--- src/rtl/tx_fifo_sched_if.sv ---
// Byte-write / UART-handshake bundle for tx_fifo_sched.
// master = producer/UART side, slave = the scheduler.
interface tx_fifo_sched_if #(
    parameter int unsigned NB_DATA = 8,
    parameter int unsigned NB_ADDR = 4
);
    logic               i_wr;
    logic [NB_DATA-1:0] i_data;
    logic               i_tx_done;
    logic               o_tx_start;
    logic [NB_DATA-1:0] o_tx_data;
    logic               o_full;
    logic               o_empty;
    logic [NB_ADDR:0]   o_count;
    logic               o_overflow;

    modport master (
        output i_wr, i_data, i_tx_done,
        input  o_tx_start, o_tx_data, o_full, o_empty, o_count, o_overflow
    );

    modport slave (
        input  i_wr, i_data, i_tx_done,
        output o_tx_start, o_tx_data, o_full, o_empty, o_count, o_overflow
    );
endinterface

--- src/rtl/tx_fifo_sched.sv ---
// Byte FIFO plus one-start-per-byte UART transmit scheduler.
// Optional sticky drop flag enabled by defining TX_FIFO_OVERFLOW_EN.
module tx_fifo_sched #(
    parameter int unsigned NB_DATA = 8,
    parameter int unsigned NB_ADDR = 4
) (
    input logic           i_clk,
    input logic           i_reset,
    tx_fifo_sched_if.slave bus
);
    localparam int unsigned DEPTH  = 2 ** NB_ADDR;
    localparam int unsigned NB_CNT = NB_ADDR + 1;

    typedef enum logic [1:0] {
        ST_IDLE = 2'd0,
        ST_WAIT = 2'd1
    } state_e;

    state_e               state_q, state_d;
    logic [NB_DATA-1:0]   mem_q [DEPTH];
    logic [NB_DATA-1:0]   mem_d [DEPTH];
    logic [NB_ADDR-1:0]   wr_ptr_q, wr_ptr_d;
    logic [NB_ADDR-1:0]   rd_ptr_q, rd_ptr_d;
    logic [NB_CNT-1:0]    count_q, count_d;
    logic                 tx_start_q, tx_start_d;
    logic [NB_DATA-1:0]   tx_data_q, tx_data_d;
    logic                 full;
    logic                 pop;
    logic                 wr_en;

    // Storage, pointer/count update and scheduler next state
    always_comb begin
        full       = (count_q == NB_CNT'(DEPTH));
        pop        = (state_q == ST_WAIT) && bus.i_tx_done;
        wr_en      = bus.i_wr && (!full || pop);
        mem_d      = mem_q;
        wr_ptr_d   = wr_ptr_q;
        rd_ptr_d   = rd_ptr_q;
        state_d    = state_q;
        tx_start_d = 1'b0;
        tx_data_d  = tx_data_q;

        if (wr_en) begin
            mem_d[wr_ptr_q] = bus.i_data;
            wr_ptr_d        = wr_ptr_q + NB_ADDR'(1);
        end
        if (pop) begin
            rd_ptr_d = rd_ptr_q + NB_ADDR'(1);
        end
        count_d = count_q + NB_CNT'(wr_en) - NB_CNT'(pop);

        case (state_q)
            ST_IDLE: begin
                // Decision uses registered count so a fresh write never bypasses storage
                if (count_q != '0) begin
                    tx_data_d  = mem_q[rd_ptr_q];
                    tx_start_d = 1'b1;
                    state_d    = ST_WAIT;
                end
            end
            ST_WAIT: begin
                if (bus.i_tx_done) begin
                    state_d = ST_IDLE;
                end
            end
            default: state_d = ST_IDLE;
        endcase
    end

    always_ff @(posedge i_clk or posedge i_reset) begin
        if (i_reset) begin
            state_q    <= ST_IDLE;
            wr_ptr_q   <= '0;
            rd_ptr_q   <= '0;
            count_q    <= '0;
            tx_start_q <= 1'b0;
            tx_data_q  <= '0;
        end else begin
            state_q    <= state_d;
            wr_ptr_q   <= wr_ptr_d;
            rd_ptr_q   <= rd_ptr_d;
            count_q    <= count_d;
            tx_start_q <= tx_start_d;
            tx_data_q  <= tx_data_d;
        end
    end

    // Byte RAM needs no reset: entries are only read once counted valid
    always_ff @(posedge i_clk) begin
        mem_q <= mem_d;
    end

`ifdef TX_FIFO_OVERFLOW_EN
    logic overflow_q, overflow_d;

    always_comb begin
        overflow_d = overflow_q | (bus.i_wr & full & ~pop);
    end

    always_ff @(posedge i_clk or posedge i_reset) begin
        if (i_reset) begin
            overflow_q <= 1'b0;
        end else begin
            overflow_q <= overflow_d;
        end
    end

    assign bus.o_overflow = overflow_q;
`else
    assign bus.o_overflow = 1'b0;
`endif

    assign bus.o_tx_start = tx_start_q;
    assign bus.o_tx_data  = tx_data_q;
    assign bus.o_count    = count_q;
    assign bus.o_full     = full;
    assign bus.o_empty    = (count_q == '0);
endmodule

--- src/flat_wrapper.sv ---
// flat-port wrapper written by rule: the top's interface ports become plain ports
module tx_fifo_sched_flat 
#(
    parameter int unsigned NB_DATA = 8,
    parameter int unsigned NB_ADDR = 4
)
  (i_clk, i_reset, bus_i_wr, bus_i_data, bus_i_tx_done, bus_o_tx_start, bus_o_tx_data, bus_o_full, bus_o_empty, bus_o_count, bus_o_overflow);
  tx_fifo_sched_if #(.NB_DATA(NB_DATA), .NB_ADDR(NB_ADDR)) bus_i ();
  input logic i_clk;
  input logic i_reset;
  input wire logic [$bits(bus_i.i_wr)-1:0] bus_i_wr;
  input wire logic [$bits(bus_i.i_data)-1:0] bus_i_data;
  input wire logic [$bits(bus_i.i_tx_done)-1:0] bus_i_tx_done;
  output wire logic [$bits(bus_i.o_tx_start)-1:0] bus_o_tx_start;
  output wire logic [$bits(bus_i.o_tx_data)-1:0] bus_o_tx_data;
  output wire logic [$bits(bus_i.o_full)-1:0] bus_o_full;
  output wire logic [$bits(bus_i.o_empty)-1:0] bus_o_empty;
  output wire logic [$bits(bus_i.o_count)-1:0] bus_o_count;
  output wire logic [$bits(bus_i.o_overflow)-1:0] bus_o_overflow;
  assign bus_i.i_wr = bus_i_wr;
  assign bus_i.i_data = bus_i_data;
  assign bus_i.i_tx_done = bus_i_tx_done;
  assign bus_o_tx_start = bus_i.o_tx_start;
  assign bus_o_tx_data = bus_i.o_tx_data;
  assign bus_o_full = bus_i.o_full;
  assign bus_o_empty = bus_i.o_empty;
  assign bus_o_count = bus_i.o_count;
  assign bus_o_overflow = bus_i.o_overflow;
  tx_fifo_sched #(.NB_DATA(NB_DATA), .NB_ADDR(NB_ADDR)) u_core (.i_clk(i_clk), .i_reset(i_reset), .bus(bus_i));
endmodule
--- config.mk ---
export PLATFORM = sky130hd
export DESIGN_NAME = tx_fifo_sched_flat
export DESIGN_NICKNAME = d
export VERILOG_FILES = /design/src/rtl/tx_fifo_sched_if.sv /design/src/rtl/tx_fifo_sched.sv /design/src/flat_wrapper.sv
export SDC_FILE = /design/constraint.sdc
export NUM_CORES = 1
export LEC_CHECK = 0
export CAP_MARGIN = 20
export CORE_MARGIN = 5
export CORE_UTILIZATION = 40
export CTS_CLUSTER_SIZE = 20
export DETAILED_ROUTE_END_ITERATION = 12
export GPL_TIMING_DRIVEN = 0
export PLACE_DENSITY = 0.53
export SYNTH_ARGS = -nofsm -noshare
export SYNTH_HDL_FRONTEND = slang
export SYNTH_SLANG_ARGS = --single-unit
--- constraint.sdc ---
create_clock -name i_clk -period 3.4 [get_ports i_clk]
set_input_delay 1.02 -clock i_clk [delete_from_list [all_inputs] [get_ports i_clk]]
set_output_delay 1.02 -clock i_clk [all_outputs]
set_load 0.01 [all_outputs]
==> impl_metrics.py, run 1 <==
metrics = {
    "global_route": {
        "gr-usage-all-layers_pct": 14.7,
        "grt_pass1_vias": 3098,
        "grt_pass1_wl_um": 18700,
        "grt_max_degree": 24,
        "antenna_found_initial": 0,
        "grt_overflow": 0,
    },
    "timing": {
        "fin_worst_skew_ns": 0.00578,
        "fmax_mhz": 307,
        "rsz0062_at_grt": "no",
        "whs_ns": 0.535,
        "setup_viol": 0,
        "finalHoldViolCount": 0,
        "min_period_over_period_pct": 95.8,
        "slew_violations": 0,
        "period_minus_slack_ns": 3.26,
        "tightest_slew_ns": 0.995,
        "slew_headroom_pct": 33.4,
    },
    "placed_design": {
        "placed_cell_area_mm2": 0.00665,
        "globalplace.congestion": 0.717,
        "numPortBuffers": 27,
        "dp_hpwl_um": 7870,
        "dp_cells": 523,
    },
    "routing": {
        "vias": 2896,
        "routed_via_density": 5.23,
        "dr.pass1.iters": 4,
        "drtIter0Drc": 124,
        "maxUsedRoutingLayer": "met4",
        "wl_met1_um": 5300,
        "wl_met2_um": 6210,
        "drc": 0,
        "met3_length_um": 491,
        "ant_nets": 0,
        "routed_wl_um": 12200,
        "wire_per_inst_um": 22.0,
    },
    "worst_setup_path": {
        "reg2reg_from": "u_core.bus.o_count[3]",
        "cp-endpoint": "bus_o_empty",
        "cp_data_required_time_ns": 2.38,
        "slowest_stage": "clkdlybuf4s50_1",
        "path_cells": "inv_1 > ha_1 > nor4b_4 > clkbuf_2 > clkdlybuf4s50_1",
        "worstSetupStartpointType": "flop",
        "crit_arrival_ns": 2.24,
        "regToRegSetupSlack_ns": 0.73,
        "critPathKind": "flop to output pin",
        "max_stage_delay_ns": 0.58,
        "critPathBufInv": 3,
        "critPathMaxFanout": 10,
        "startpoint": "u_core.bus.o_count[3]",
        "path_depth": 5,
        "r2r_cells": 10,
        "crit_family": "buffers and inverters",
        "end_kind": "output pin",
        "rr_endpoint": "u_core.bus.o_count[4]",
    },
    "yosys": {
        "syn_avg_cell_area_um2": 19.9,
        "synth_nets": 332,
        "yosysTopAreaCell": "edfxtp_1",
        "synth_commonest_cells": "edfxtp_1 (128), dfrtp_1 (23), mux4_1 (20)",
        "yosysMostFrequentCell": "edfxtp_1",
        "synth_seq_cells": 151,
        "synthTopCellsByArea": "edfxtp_1 (63%), dfrtp_1 (9.4%), mux4_1 (8.6%)",
        "synth.top_cell.area_share_pct": 62.8,
        "yosysSeqAreaShare_pct": 72.2,
        "async_reset_ff_share_pct": 15.2,
        "synth_area_mm2": 0.00612,
        "yosys.cell_types.count": 34,
        "ys_warn_count": 0,
        "synth-main-ff-cell": "edfxtp_1",
        "syn_inst": 308,
        "synth_edf_count": 128,
    },
    "layout": {
        "fin_util_pct": 48.3,
        "post_route_cells_drive_above_1_share_pct": 16.4,
        "num-fill-cells": 1268,
        "antenna_cells": 0,
        "syn_to_final_growth_pct": 19.2,
        "design_area_mm2": 0.00729,
        "final_nets": 378,
        "final_cells": 554,
    },
    "worst_hold_path": {
        "holdCritPathClass": "flop to flop",
    },
    "clock_tree": {
        "path_clk_slew_ns": 0.06,
        "cts_tree": "yes",
        "cts_setup_buffers": 0,
        "hold_buffers": 0,
        "htreeDepth": 4,
        "numCtsBuffers": 17,
        "cts.path.max_buffers": 2,
        "clock_latency_ns": 0.42,
        "cts_resized": 3,
        "cts_sinks": 151,
        "cts-root-buf": "clkbuf_16",
    },
    "die": {
        "die_height_um": 134,
        "num_rows": 45,
        "die_area_mm2": 0.0179,
        "die_x_um": 134,
        "pin_count": 29,
        "start_util_pct": 40.6,
        "core_area_mm2": 0.0151,
    },
    "pwr": {
        "power_mw": 6.29,
        "p_per_area_mw_per_mm2": 863,
        "irDropWorstVdd_mv": 0.422,
        "p_leak_nw": 2.57,
    },
    "outcome": {
        "status": "finished clean",
    },
    "flow_run": {
        "maxCapViolCount": 0,
    },
}
cell families (layout without fill, tap and decap cells):
kind of cell	Yosys count	after routing	synth area share [%]
buffers and inverters	29	87	2.45
other	1	1	0.0613
adder cells (fa/ha/maj)	12	12	2.58
AND/OR/NAND/NOR	28	28	2.31
multiplexers	50	50	16.0
flip-flops	151	151	72.2
XOR/XNOR	10	10	1.43
AO/OA/AOI/OAI	27	27	2.98
worst register-to-register path, cell delays in order (launching register included):
cell,delay [ns]
dfrtp_1,0.40
inv_1,0.09
ha_1,0.18
nand4bb_1,0.29
o21ai_0,0.47
inv_1,0.09
ha_1,0.24
fa_1,0.41
a21oi_1,0.16
o21bai_1,0.09
xnor2_1,0.13
report_power, final:
part	internal, mW	switching [mW]
clock network	1.29	0.724
registers	2.31	0.137
logic	0.878	0.946
total	4.48	1.81
layout by cell type, fill, tap and decap left out, drive strengths merged:
cell           instances
fa                     1
bufinv                 5
xnor2                  6
and3                   1
ha                    11
clkdlybuf4s50         27
conb                   1
or3                    1
a21oi                  3
o21bai                 1
o211ai                 5
edfxtp               128
nand2                  2
and2                   1
a21o                   1
nor3                   4
clkbuf                22
xor2                   4
o21ai                  9
mux2                   2
nand2b                 2
mux4                  32
clkinvlp               2
inv                   14
mux2i                 16
nand3b                 1
nor2                  13
nand4bb                1
nand4                  1
dfrtp                 23
nor4b                  1
buf                   13
clkinv                 4
o221ai                 8
through the flow:
step           TNS (ns)  setup WS (ns)
3_5_place_dp          0         0.0685
6_report              0          0.141
4_1_cts               0         0.0908
3_3_place_gp      -8.39         -0.367
5_1_grt               0        0.00757
2_1_floorplan         0          0.734
area by class of cell:
class	instances	area (um^2)	share of cell area, %
buffer	17	106	1.46
clock buffer	18	429	5.88
clock inverter	13	201	2.76
inverter	12	45.0	0.618
multi-input combinational	128	1590	21.8
sequential	151	4420	60.6
tap	188	235	3.23
timing repair buffer	27	270	3.71
layer usage:
metal  up-vias  GRT usage (%)
met1      1488           18.9
li1       1340              -
met5         -              0
met3        13           4.38
met4         0           4.80
met2        55           23.9
worst min path at each step:
stage | startpoint | end | slack [ns] | depth (start not counted)
CTS | u_core.bus.o_tx_data[0] | u_core.bus.o_tx_data[0] | 0.54 | 2
global route | u_core.bus.o_tx_data[0] | u_core.bus.o_tx_data[0] | 0.58 | 2
global placement | u_core.bus.o_tx_data[0] | u_core.bus.o_tx_data[0] | 0.52 | 2
finish | u_core.bus.o_tx_data[0] | u_core.bus.o_tx_data[0] | 0.54 | 2
detailed placement | u_core.bus.o_tx_data[0] | u_core.bus.o_tx_data[0] | 0.52 | 2
floorplan | u_core.wr_ptr_q[0] | u_core.wr_ptr_q[0] | 0.51 | 1
sequential cells by signal, summed over array words and instances (netlist names):
| name | flops |
|---|---|
| u_core.mem_q | 128 |
| u_core.bus.o_tx_start | 1 |
| u_core.state_q | 1 |
| u_core.bus.o_count | 5 |
| u_core.bus.o_tx_data | 8 |
| u_core.rd_ptr_q | 4 |
| u_core.wr_ptr_q | 4 |
Note: power is estimated with default switching activity, not from simulation.
==> run 2, diff against run 1 <==
- clock period: 3.4 -> 3 ns (I/O delays scaled with it)
==> impl_metrics.py, run 2 (same netlist as run 1, synthesis figures left out) <==
metrics = {
    "clock_tree": {
        "cts_tree": "yes",
        "path_clk_slew_ns": 0.06,
        "clock_latency_ns": 0.42,
        "cts.path.max_buffers": 2,
        "cts_sinks": 151,
        "numCtsBuffers": 17,
        "hold_buffers": 0,
        "htreeDepth": 4,
        "cts-root-buf": "clkbuf_16",
    },
    "timing": {
        "tightest_slew_ns": 0.985,
        "setup_viol": 0,
        "period_minus_slack_ns": 2.84,
        "fmax_mhz": 352,
        "whs_ns": 0.533,
        "fin_worst_skew_ns": 0.00869,
        "rsz0062_at_grt": "no",
        "min_period_over_period_pct": 94.8,
        "slew_violations": 0,
        "finalHoldViolCount": 0,
        "slew_headroom_pct": 34.1,
    },
    "routing": {
        "wire_per_inst_um": 21.9,
        "vias": 2922,
        "routed_via_density": 5.26,
        "drtIter0Drc": 119,
        "ant_nets": 0,
        "dr.pass1.iters": 4,
        "routed_wl_um": 12200,
        "drc": 0,
    },
    "pwr": {
        "power_mw": 7.14,
        "irDropWorstVdd_mv": 0.479,
        "p_per_area_mw_per_mm2": 976,
        "p_leak_nw": 2.59,
    },
    "worst_setup_path": {
        "startpoint": "u_core.bus.o_count[3]",
        "worstSetupStartpointType": "flop",
        "critPathKind": "flop to output pin",
        "reg2reg_from": "u_core.bus.o_count[3]",
        "end_kind": "output pin",
        "critPathMaxFanout": 7,
        "r2r_cells": 10,
        "crit_arrival_ns": 1.94,
        "cp_data_required_time_ns": 2.10,
    },
    "layout": {
        "mostFrequentLayoutCells": "edfxtp_1 (128), clkdlybuf4s50_1 (26), dfrtp_1 (23), mux4_1 (20), clkbuf_16 (17)",
        "post_route_cells_drive_above_1_share_pct": 17.1,
        "final_cells": 556,
        "antenna_cells": 0,
        "design_area_mm2": 0.00732,
        "largest_reg_flops": 128,
        "num-fill-cells": 1265,
        "syn_to_final_growth_pct": 19.6,
        "largest_register": "u_core.mem_q",
        "fin_util_pct": 48.5,
        "layout_commonest_cell": "edfxtp_1",
        "final_nets": 380,
    },
    "flow_run": {
        "maxCapViolCount": 0,
    },
    "die": {
        "start_util_pct": 40.6,
        "core_area_mm2": 0.0151,
        "num_rows": 45,
        "die_x_um": 134,
        "pin_count": 29,
        "die_area_mm2": 0.0179,
        "die_height_um": 134,
    },
    "global_route": {
        "grt_overflow": 0,
        "gr-usage-all-layers_pct": 14.7,
        "grt_pass1_wl_um": 18800,
        "grt_max_degree": 24,
        "antenna_found_initial": 0,
        "grt_pass1_vias": 3110,
    },
    "placed_design": {
        "globalplace.congestion": 0.717,
        "numPortBuffers": 27,
        "dp_hpwl_um": 7870,
        "dp_cells": 523,
        "placed_cell_area_mm2": 0.00665,
    },
    "outcome": {
        "status": "finished clean",
    },
    "worst_hold_path": {
        "whs_path_depth": 2,
        "holdCritPathClass": "flop to flop",
        "hold_start": "u_core.bus.o_tx_data[0]",
    },
}
-- run 2: cell count changes in the layout (fill, tap and decap cells not counted), sizes merged --
cell	previous run	this run
buf	13	15
clkdlybuf4s50	27	26
dlygate4sd2	0	1
-- run 2: through the flow --
| stage | setup TNS (ns) | worst slack, ns |
|---|---|---|
| after floorplan | 0 | 0.454 |
| after global placement | -28.13 | -0.647 |
| after detailed placement | -13.05 | -0.211 |
| after CTS | 0 | 0.0417 |
| after global routing | 0 | 0.0141 |
| final | 0 | 0.155 |
-- run 2: critical path: stages (launching register included) --
cell	delay, ns
dfrtp_1	0.40
inv_1	0.09
ha_1	0.19
nand4bb_2	0.22
inv_1	0.10
clkdlybuf4s50_1	0.53
-- run 2: final timing paths --
kind,end,slack (ns)
min in group asynchronous,u_core.bus.o_count[0],1.02
setup reg to reg,u_core.bus.o_count[4],0.44
setup / recovery,bus_o_full,0.16
hold reg to reg,u_core.bus.o_tx_data[0],0.53
hold / removal,u_core.bus.o_tx_data[0],0.53
max in group asynchronous,u_core.bus.o_tx_data[2],1.39
-- run 2: layout make-up --
type / instances / area (um^2) / area share [%]
sequential: 151 / 4420 / 60.4
inverter: 12 / 45.0 / 0.615
buffer: 17 / 115 / 1.57
clock inverter: 13 / 201 / 2.75
timing repair buffer: 29 / 284 / 3.88
clock buffer: 18 / 429 / 5.86
tap: 188 / 235 / 3.21
multi-input combinational: 128 / 1590 / 21.7
-- run 2: layer usage --
metal  global-route usage, %  up-vias  part of all wire [%]
met5                       0        -                     0
met3                    4.42       11                   3.7
met1                    18.9     1510                    43
li1                        -     1344                     -
met2                    24.0       57                    52
met4                    4.80        0                   1.0
-- run 2: report_power, final --
group / switching, mW / internal (mW)
Sequential: 0.154 / 2.62
Clock: 0.819 / 1.47
Combinational: 1.08 / 1.01
Total: 2.05 / 5.09
-- run 2: repair_timing --
item                       CTS  global route
pin swaps                    0             0
setup buffers                2             0
gates resized for setup      6             1
setup endpoints to repair    1             1
